## src/rtl/winograd_tile_loader_pkg.sv

```systemverilog
// Shared definitions for the Winograd tile loader and the ALU-side unpacker:
// bank geometry defaults, FSM encoding and the write-index to slot mapping.
package winograd_tile_loader_pkg;

    localparam int NUM_SLOTS_DEF = 14;
    localparam int DATA_W_DEF    = 32;
    localparam int DUP_SLOT_DEF  = 1;
    localparam int WPT_DEF       = NUM_SLOTS_DEF - 1;

    typedef enum logic [1:0] {
        ST_EMPTY = 2'd0,
        ST_FILL  = 2'd1,
        ST_FULL  = 2'd2
    } state_e;

    // Primary slot for write index k; write k==dup also lands in dup+1.
    function automatic int slot_of(input int k, input int dup);
        return (k <= dup) ? k : k + 1;
    endfunction

endpackage

```

## src/rtl/winograd_tile_loader.sv

```systemverilog
// Sequential operand loader: one word per handshake into a slot bank with a
// duplicated slot, tile presented on a valid/ready handshake once complete.
module winograd_tile_loader
    import winograd_tile_loader_pkg::*;
#(
    parameter int NUM_SLOTS = NUM_SLOTS_DEF,
    parameter int DATA_W    = DATA_W_DEF,
    parameter int DUP_SLOT  = DUP_SLOT_DEF
) (
    input  logic                        clk,
    input  logic                        rst,
    input  logic                        wr_valid,
    output logic                        wr_ready,
    input  logic [DATA_W-1:0]           wr_data,
    input  logic                        flush,
    output logic                        tile_valid,
    input  logic                        tile_ready,
    output logic [NUM_SLOTS*DATA_W-1:0] tile_data,
    output logic [3:0]                  fill_count,
    output logic                        overrun
);

    localparam int         WPT    = NUM_SLOTS - 1;
    localparam logic [3:0] LAST_K = 4'(WPT - 1);

    state_e                              state_q, state_d;
    logic [3:0]                          fill_q, fill_d;
    logic [NUM_SLOTS-1:0][DATA_W-1:0]    bank_q, bank_d;
    logic                                overrun_q, overrun_d;

    always_comb begin
        state_d   = state_q;
        fill_d    = fill_q;
        bank_d    = bank_q;
        overrun_d = overrun_q;
        if (flush) begin
            state_d   = ST_EMPTY;
            fill_d    = '0;
            bank_d    = '0;
            overrun_d = 1'b0;
        end else begin
            unique case (state_q)
                ST_EMPTY, ST_FILL: begin
                    if (wr_valid) begin
                        // fill_q is the write index k of the incoming word.
                        for (int s = 0; s < NUM_SLOTS; s++) begin
                            if (s == slot_of(int'(fill_q), DUP_SLOT) ||
                                (int'(fill_q) == DUP_SLOT && s == DUP_SLOT + 1))
                                bank_d[s] = wr_data;
                        end
                        fill_d  = fill_q + 4'd1;
                        state_d = (fill_q == LAST_K) ? ST_FULL : ST_FILL;
                    end
                end
                ST_FULL: begin
                    if (wr_valid)
                        overrun_d = 1'b1;
                    if (tile_ready) begin
                        state_d = ST_EMPTY;
                        fill_d  = '0;
                        bank_d  = '0;
                    end
                end
                default: begin
                    state_d = ST_EMPTY;
                    fill_d  = '0;
                    bank_d  = '0;
                end
            endcase
        end
    end

    always_ff @(posedge clk or negedge rst) begin
        if (!rst) begin
            state_q   <= ST_EMPTY;
            fill_q    <= '0;
            bank_q    <= '0;
            overrun_q <= 1'b0;
        end else begin
            state_q   <= state_d;
            fill_q    <= fill_d;
            bank_q    <= bank_d;
            overrun_q <= overrun_d;
        end
    end

    // Handshake outputs decode from state alone so no input reaches an output.
    assign wr_ready   = (state_q != ST_FULL);
    assign tile_valid = (state_q == ST_FULL);
    assign tile_data  = bank_q;
    assign fill_count = fill_q;
    assign overrun    = overrun_q;

endmodule
```

## config.mk

```make
export PLATFORM = sky130hd
export DESIGN_NAME = winograd_tile_loader
export DESIGN_NICKNAME = d
export VERILOG_FILES = /design/src/rtl/winograd_tile_loader_pkg.sv /design/src/rtl/winograd_tile_loader.sv
export SDC_FILE = /design/constraint.sdc
export NUM_CORES = 1
export LEC_CHECK = 0
export BUFFER_PORTS_ARGS = -buffer_cell sky130_fd_sc_hd__buf_2
export CAP_MARGIN = 20
export CORE_AREA = 2 2 189 191
export DETAILED_ROUTE_END_ITERATION = 10
export DIE_AREA = 0 0 191 193
export MAX_ROUTING_LAYER = met4
export PLACE_DENSITY = 0.85
export SYNTH_ARGS = -nofsm -noshare
export SYNTH_HDL_FRONTEND = slang
export SYNTH_SLANG_ARGS = --single-unit
export TNS_END_PERCENT = 10
```

## constraint.sdc

```tcl
create_clock -name clk -period 4.15 [get_ports clk]
set_clock_uncertainty 0.1 [all_clocks]
set_input_delay 0.2075 -clock clk [delete_from_list [all_inputs] [get_ports clk]]
set_output_delay 0.2075 -clock clk [all_outputs]
set_load 0.005 [all_outputs]
```

==> results.txt <==
post-CTS setup repair buffer count = 0
GRT Overall Usage = 32.5%
grt ovf = 0
critical path cell sequence = inv_2, ha_1, o21bai_1, nor3_1, a211oi_1, nor3b_2, buf_4, mux2i_1
Internal = 7780 uW
Clk pwr share = 41.9%
Synth area leaders = dfrtp_1 (64%), mux2i_1 (13%), nand2_1 (4.9%)
Routed WL = 59.3 mm
Final Cell Area = 22700 um^2
fraction of layout cells with a size suffix above 1 = 32.8%
buffer and inverter count on the worst path = 2
CP Capture Type = flip-flop
EDFF count, synth = 0
drt initial violations = 1099
largest net degree at the start of global routing = 99
Flop pwr share = 46.0%
Worst Slack Setup Final = 0.430 ns
Min-Delay Path Class = input port to asynchronous set/reset pin
Power Dens Cells = 463 nW/um^2
H-tree depth = 2
DRT Pass-1 Iters = 5
Worst EP required = 4.50 ns
Arr. time, crit path = 4.07 ns
Slew HR = 37.7%
worst skew pair latency = 0.56 ns
CP delay by family, top = compound AO/OA/AOI/OAI gates
final hold vios = 0
top cells by count, synth = dfrtp_1 (455), nand2_1 (234), mux2i_1 (224)
leading area contributor after synthesis = dfrtp_1
Sw Share = 26.1%
Synth top area share = 63.7%
Top FF cell, synth = dfrtp_1
die area = 36900 um^2
Resize count post-CTS = 0
Synth Area per Inst = 13.0 um^2
startpoint types = flip-flop
die width = 191 um
setup_tns = 0 ns
synthesized area = 17900 um^2
Die Ht = 193 um
max cap viols = 0
pre-CTS setup slack = 0.259 ns
Row Count = 69
vias in the first global route = 14400
Worst-path clk slew = 0.07 ns
IO buf count = 491
Max FO, Critical Path = 32
Core Footprint = 35000 um^2
synthesized flop and latch total = 455
Final ANT Viol Nets = 0
final setup vio count = 0
Worst-Margin Slew = 0.935 ns
Initial Util = 51.1%
slowest library cell on the worst path = dfrtp_1
number of clock sinks = 455
RePlAce Congestion = 0.894
Max Clk Rate = 269 MHz
Final HPWL DP = 37.8 mm
routed vias = 14200
Async S/R FF share, synth = 100%
Final #Nets = 1907
post-synthesis sequential area ratio = 63.7%
Area Overhead vs Synth = 27.1%
clock root buffer = clkbuf_16
fin crit share = 89.6%
worst-case clock buffer depth = 3
CTS tree = yes
outcome = complete, no violations
crit path kind = flip-flop to flip-flop
IO Count = 492
area post-placement = 20700 um^2
Yosys cell types = 54
Mapped Nets = 1414
CP peak stage delay = 0.75 ns
Post-CTS Hold Buffers = 36
Num CTS Buffers = 46
switching power = 2750 uW
drt drc = 0
Slew Limit Fails = 0
Vias/cell = 6.01
initial antenna violation count = 0
first-pass GRT wire length = 87.2 mm
Min Clock Period, post-route = 3.72 ns
drt wl/cell = 25.1 um
Synthesis Warnings = 0
Synth Instances = 1374
top-count cell post-synth = dfrtp_1
RSZ-0062 raised after global routing = false
Logic pwr share = 12.1%
Worst VDD drop = 0.323 mV
leakage power = 0.0122 uW
logic make-up (layout without fill, tap and decap cells):
group                      after synthesis  in the layout  synth area share [%]
and+or+nand+nor                        276            276                  6.35
xor gates and xnor gates                 3              3                 0.189
DFF                                    455            455                  63.7
buffers and inverters                  151            680                  4.02
AOI/OAI and AO/OA                      262            262                  13.0
muxes                                  224            224                  12.5
adders and majority gates                3              3                 0.210
other                                    0              1                     0
worst register-to-register path, stage by stage (launching register included):
cell and delay [ns]:
dfrtp_1 0.75, inv_2 0.15, ha_1 0.28, o21bai_1 0.64, nor3_1 0.18, a211oi_1 0.38
nor3b_2 0.24, buf_4 0.57, mux2i_1 0.33
flip-flops by register name, indices dropped and copies added, names as in the netlist:
register,flops
fill_count,4
overrun,1
state_q,2
tile_data,448
routing by layer:
layer,GRT usage [%],wire [um],vias to the layer above
met1,40.6,22600,7238
met3,6.43,5060,208
met2,51.1,28400,867
met5,-,0,-
li1,-,-,5908
met4,16.2,3210,0
cell type report:
cell class	count	area [um^2]
timing repair buffer	560	3160
clock buffer	67	1400
multi-input combinational	768	5840
tap	461	577
antenna	1	2.50
clock inverter	17	225
fill	2555	12200
inverter	36	135
sequential	455	11400
path summary, 6_finish.rpt:
kind	start	end	slack (ns)	cells past startpoint
min reg2reg	tile_data[46]	tile_data[46]	0.38	1
max	fill_count[0]	tile_data[297]	0.43	8
min	rst	tile_data[271]	0.18	2
max reg2reg	fill_count[0]	tile_data[297]	0.43	8
min in group clk	tile_ready	fill_count[3]	0.20	5
max in group asynchronous	rst	tile_data[134]	2.75	3
power by group through the flow:
stage          Combinational, uW  Clock (uW)  Sequential, uW
6_report                    1270        4410            4840
5_1_grt                     1350        4620            4860
4_1_cts                     1260        4450            4840
3_5_place_dp                1220           0            4910
3_3_place_gp                1190           0            4900
2_1_floorplan                551           0            4900
through the flow:
step / std cells / hold WS [ns] / util [%] / power (uW)
2_1_floorplan: 1374 / -0.188 / - / 5460
3_3_place_gp: 2242 / 0.193 / 59.2 / 6080
3_5_place_dp: 2242 / 0.200 / 59.2 / 6130
4_1_cts: 2362 / 0.170 / 64.9 / 10500
5_1_grt: 2364 / 0.223 / 65.0 / 10800
6_report: 2365 / 0.176 / 65.0 / 10500
cell usage in the layout, fill, tap and decap left out, types with 4 or more instances in the layout:
cell type	Yosys	layout
buf_2	65	491
dfrtp_1	455	455
nand2_1	234	233
mux2i_1	224	224
o2bb2ai_1	96	96
a32o_1	65	65
a22o_1	64	64
clkbuf_16	0	49
dlygate4sd3_1	0	36
inv_1	35	35
buf_4	13	26
clkbuf_8	0	11
clkinv_2	0	8
clkbuf_1	29	7
nor2_1	7	6
bufinv_16	0	5
buf_12	0	5
or3_1	4	4
a21o_1	4	4
a21oi_1	4	4
No activity file was read; power rests on OpenSTA's default activity.
